## src/rtl/parity_serializer.sv

```systemverilog
// parity_serializer: start + 6 word bits (LSB first) + stop serial framer.
// Define PARITY_CHECK_EN to drop odd-parity words and pulse par_err instead.
module parity_serializer #(
  parameter int CLKS_PER_BIT = 4
) (
  input  logic       clk,
  input  logic       rst,
  input  logic [5:0] in_word,
  input  logic       in_valid,
  output logic       in_ready,
  output logic       tx_out,
  output logic       busy,
  output logic       done,
  output logic       par_err
);

  localparam int CW = $clog2(CLKS_PER_BIT);
  localparam logic [CW-1:0] CMAX = CW'(CLKS_PER_BIT - 1);

  typedef enum logic [1:0] {
    IDLE,
    START,
    DATA,
    STOP
  } state_t;

  state_t        state, state_n;
  logic [CW-1:0] cnt, cnt_n;
  logic [2:0]    idx, idx_n;
  logic [5:0]    shift, shift_n;
  logic          tx_n, busy_n, done_n;
  logic          tick;
  logic          bad;

  assign in_ready = (state == IDLE);
  assign tick     = (cnt == CMAX);

`ifdef PARITY_CHECK_EN
  logic perr_q;

  assign bad     = ^in_word;
  assign par_err = perr_q;

  // One-cycle error pulse for a word rejected at accept.
  always_ff @(posedge clk) begin
    if (rst) perr_q <= 1'b0;
    else     perr_q <= in_ready & in_valid & bad;
  end
`else
  assign bad     = 1'b0;
  assign par_err = 1'b0;
`endif

  // State, datapath and registered line outputs.
  always_ff @(posedge clk) begin
    if (rst) begin
      state  <= IDLE;
      cnt    <= '0;
      idx    <= '0;
      shift  <= '0;
      tx_out <= 1'b1;
      busy   <= 1'b0;
      done   <= 1'b0;
    end else begin
      state  <= state_n;
      cnt    <= cnt_n;
      idx    <= idx_n;
      shift  <= shift_n;
      tx_out <= tx_n;
      busy   <= busy_n;
      done   <= done_n;
    end
  end

  // Next state; line outputs are computed one cycle ahead so they register cleanly.
  always_comb begin
    state_n = state;
    cnt_n   = cnt + 1'b1;
    idx_n   = idx;
    shift_n = shift;
    tx_n    = tx_out;
    busy_n  = busy;
    done_n  = 1'b0;
    unique case (state)
      IDLE: begin
        cnt_n = '0;
        if (in_valid && !bad) begin
          state_n = START;
          shift_n = in_word;
          idx_n   = '0;
          tx_n    = 1'b0;
          busy_n  = 1'b1;
        end
      end
      START: begin
        if (tick) begin
          state_n = DATA;
          cnt_n   = '0;
          tx_n    = shift[0];
        end
      end
      DATA: begin
        if (tick) begin
          cnt_n = '0;
          if (idx == 3'd5) begin
            state_n = STOP;
            tx_n    = 1'b1;
          end else begin
            shift_n = shift >> 1;
            idx_n   = idx + 3'd1;
            tx_n    = shift[1];
          end
        end
      end
      STOP: begin
        if (tick) begin
          state_n = IDLE;
          cnt_n   = '0;
          tx_n    = 1'b1;
          busy_n  = 1'b0;
          done_n  = 1'b1;
        end
      end
      default: begin
        state_n = IDLE;
        cnt_n   = '0;
      end
    endcase
  end

endmodule

```

## config.mk

```make
export PLATFORM = sky130hd
export DESIGN_NAME = parity_serializer
export DESIGN_NICKNAME = d
export VERILOG_FILES = /design/src/rtl/parity_serializer.sv
export SDC_FILE = /design/constraint.sdc
export NUM_CORES = 1
export LEC_CHECK = 0
export ABC_AREA = 1
export CORE_MARGIN = 4
export CORE_UTILIZATION = 46
export DETAILED_ROUTE_END_ITERATION = 7
export PLACE_DENSITY = 0.73
export SLEW_MARGIN = 20
export SYNTH_ARGS = -nofsm -noshare
export SYNTH_HDL_FRONTEND = slang
export SYNTH_SLANG_ARGS = --single-unit
```

## constraint.sdc

```tcl
create_clock -name clk -period 1.4 [get_ports clk]
set_input_delay 0.21 -clock clk [delete_from_list [all_inputs] [get_ports clk]]
set_output_delay 0.21 -clock clk [all_outputs]
set_load 0.02 [all_outputs]
```

* Word-level counts from Yosys, hierarchy flattened
Cells that the tools add are included.
Cells by class: add/subtract/negate cells 2, equal/unequal tests 11, reductions and logical operators 9, multiplexer cells 26, bitwise operators 1
Operator list (count):
- 6-bit two-way mux | 3
- 2-bit two-way mux | 6
- 2-bit != test, second input constant | 6
- 6-bit case mux with 2 select lines | 1
- 3-bit two-way mux | 3
- 1-bit two-way mux | 8
- 2-bit case mux with 4 select lines | 1
- 4-bit AND reduction | 2
- 2-bit equality test, second input constant | 3
- 3-bit case mux with 2 select lines | 1
- 5-bit AND reduction | 1
- 1-bit case mux with 4 select lines | 1
- 2-bit case mux with 2 select lines | 1
- 2-bit nonzero test | 2
- 3-bit by 1-bit adder with 3-bit output, second input constant | 1
- 3-bit equality test, second input constant | 1
- 3-bit AND reduction | 1
- 3-bit OR reduction | 1
- 2-bit by 1-bit adder with 2-bit output, second input constant | 1
- 2-bit by 1-bit equality test with 1-bit output, second input constant | 1
- 2-bit logical NOT | 1
- 1-bit case mux with 2 select lines | 1
- 2-bit OR reduction | 1
- 1-bit inverter | 1
Word-level totals: word-level logic and storage cells 56, output and inout bits 5, bits of input ports 9, bits in registers 16

* Logic depth before layout (Yosys ltp)
depth after elaboration 4, gate-level depth with buffers 10

* Worst setup path after synthesis
Ideal clock, no wire load.
kind register to register, start register state[0], end register state[0], path buffers 0, slack -0.006 ns, stages on the path, launching flop included 9, period minus slack after synthesis 1.406 ns, data required time 1.282 ns, setup time 0.118 ns, arrival time 1.288 ns, cells stage by stage dfxtp_1 > inv_1 > ha_1 > nand2_2 > nand2_4 > inv_4 > nand2_2 > nor3_1 > nor2_1
On the way: word-level cells in the longest chain between the ends 3
RTL lines:
- from (decl) | line 27 | state_t state, state_n;
- from (signal assigned) | line 65 | state <= state_n;
- 2-bit logical NOT *
- named net in_ready | line 10 | output logic in_ready,
- 2-bit != test (no source line)
- 5-bit AND reduction (no source line)
Mark *: on every way through the listed nets, which the timed path passes. The rest lies on a longest branch. A chain may end at the register's enable or synchronous reset.

* Final worst setup path
start register state[0], end output in_ready
On the way: word-level cells in the longest chain between the ends 1
RTL lines:
- 2-bit logical NOT | line 35 | assign in_ready = (state == IDLE);
- to (decl) | line 10
Every way passes these cells.

==> key figures <==
Status
  • Status: finished, final reports clean

CTS
  • Hold buffers post-CTS: 0
  • Clk buf depth: 2
  • Clock sink count: 16
  • Clock tree from TritonCTS: built
  • H-tree Lvls: 1
  • Clock Tree Root: clkbuf_4
  • Later-pin clock latency in the skew report: 0.28 ns
  • Clock slew at reported path FFs: 0.09 ns
  • CTS buffer count: 3

Worst hold path
  • Hold path startpoint: cnt[0]
  • Worst Hold Depth: 1
  • Worst hold path type: flop to flop

Yosys
  • Async set or reset register ratio after synthesis: 0%
  • Seq/Total Area, Yosys: 35.56%
  • Post-synth EDFFs: 0
  • Yosys warnings: 0
  • Synth Flop Type: dfxtp_1
  • Syn Nets: 135
  • Mapped Area: 900.9 sq um
  • Post-Syn Instances: 119
  • Avg Cell Area, Syn: 7.570 sq um
  • Post-synthesis cell type count: 24
  • Flops & latches, synth: 16

Global route
  • Vias in the first global route: 734
  • Initial antenna violation count: 0
  • Largest net degree at the start of global routing: 10
  • First-pass GRT wire length: 3077 microns
  • Gr usage total: 14.66%
  • Grt ovf: 0

STA
  • Fin crit share: 94.85%
  • Worst Clk Skew: 0.003681 ns
  • Setup ws final: 0.07215 ns
  • Minimum clock period: 1.328 ns
  • Final setup violation count: 0
  • RSZ-0062 raised after global routing: yes
  • Final hold viol count: 0
  • Fmax: 753.1 MHz
  • Final Max Slew Viols: 0

Place
  • Post-place setup slack: -0.06520 ns
  • Dpl hpwl: 1337 microns
  • Final GP Congestion: 0.7820
  • I/O Buffers: 12

Drt
  • WL final: 1752 microns
  • Detail Route Antenna Nets: 0
  • Vias: 772
  • Drt wl/cell: 10.62 microns
  • # DRC: 0
  • Drt first-iter violations: 8
  • First drt pass iteration count: 4
  • DR vias/cell: 4.679

Die
  • Die Y-Extent: 52.26 microns
  • Core area: 1783 sq um
  • Die X-Extent: 52.26 microns
  • Site Rows: 15
  • Initial Util: 50.53%
  • # IOs: 14
  • Die Area: 2731 sq um

Pwr
  • Final Power: 2.744 mW
  • Pwr/cell area: 2333 nW/um^2
  • Leak Pwr: 0.5405 nW
  • Max VDD drop: 1266 uV

Setup path
  • Worst r2r src: state[0]
  • WP buf/inv: 2
  • Max incr delay on CP: 0.33 ns
  • Worst R2R Path Depth: 8
  • Critical path depth in cells: 3
  • Setup CP Type: flop to output port
  • CP max FO: 3
  • CP delay by family, top: buffers and inverters
  • Worst-path cell with the longest stage delay: dfxtp_2
  • Worst EP arrival: 1.12 ns
  • Worst setup SP type: flop
  • Crit. Startpoint: state[0]
  • Crit path required time: 1.19 ns
  • Crit end category: output port
  • Crit-path cells: inv_2 -> ha_4 -> clkdlybuf4s15_2

Final layout
  • Area grow syn2layout: 30.56%
  • Final nets: 158
  • Most frequent cells in the layout: nand2_1 (26), nor2_1 (22), dfxtp_1 (13)
  • Ant. Diodes: 0
  • Fill count: 160
  • Sequential cell area: 326.6 sq um
  • Most common cell after layout, fill and taps aside: nand2_1
  • Layout cell share with drive strength beyond 1: 27.14%
  • Multi-input gate area: 556.8 sq um

Run
  • Max-cap check violation count: 0
[through the flow]
stage	cells	hold WS (ns)	TNS (ns)	utilization, %	cell area [sq um]
CTS	164	0.4286	0	62.88	1121
global route	165	0.4566	-0.04971	65.96	1176
detailed placement	161	0.4160	-0.5514	61.05	1089
global placement	161	0.4054	-0.03862	61.05	1089
finish	165	0.4239	0	65.96	1176
floorplan	119	0.2724	0	-	903.4
[power breakdown]
part	switching, mW	internal [mW]	leakage (nW)
Clock	0.135	0.0999	0.0138
Sequential	0.0841	0.626	0.133
Combinational	1.06	0.741	0.394
Total	1.28	1.47	0.541
[flip-flops by register name, indices dropped and copies added, names as in the netlist]
register,flops
done,1
idx,3
tx_out,1
state,2
cnt,2
busy,1
shift,6
[cell usage after synthesis (2+ instances only)]
cell type,number,share of area (%)
nand2_1,26,11
nor2_1,22,9.2
dfxtp_1,16,36
o21ai_1,6,3.3
o21ai_0,3,1.7
a21oi_1,5,2.8
ha_1,7,9.7
nand2_4,2,2.5
inv_1,9,3.7
nand2_2,9,6.2
[layout make-up]
class                   count  area share, %
clock buffers               3          1.915
inverters                  11          4.574
multi-input cells          90          47.34
flip-flops and latches     16          27.77
well taps                  25          2.660
repair buffers             20          15.74
[final timing paths]
check             end  slack (ns)
min reg2reg    cnt[0]        0.42
max reg2reg  state[1]        0.10
max          in_ready        0.07
min            cnt[0]        0.42
[worst register-to-register path: stages, from the launching register on]
cell     delay, ns
dfxtp_2       0.33
buf_4         0.13
ha_1          0.21
o21ai_1       0.14
buf_4         0.15
nand3_4       0.08
nand2_1       0.08
nand2_1       0.05
nor2_1        0.08
[what timing repair did]
| action | in CTS | in global routing |
|---|---|---|
| pin swaps | 0 | 1 |
| endpoints found under the setup margin | 15 | 15 |
| gates cloned | 0 | 0 |
| hold endpoints to repair | 0 | 0 |
| resized for setup | 9 | 13 |
| setup buffers | 0 | 1 |
[metal layers]
layer  share of wire [%]  up-vias  track usage [%]
met3                 4.2        2            3.419
li1                    -      415                -
met4                0.91        0            3.830
met2                  49       12            24.69
met1                  46      343            18.71
met5                   0        -                0
[cell families after synthesis]
kind of cell | Yosys count | share of synthesized area [%]
xor+xnor | 1 | 0.9724
fa+ha+maj | 7 | 9.722
compound gates | 17 | 11.39
flops | 16 | 35.56
simple gates | 64 | 34.17
other cells | 1 | 0.4163
buf+inv | 13 | 7.778
No activity file was read; power rests on OpenSTA's default activity.
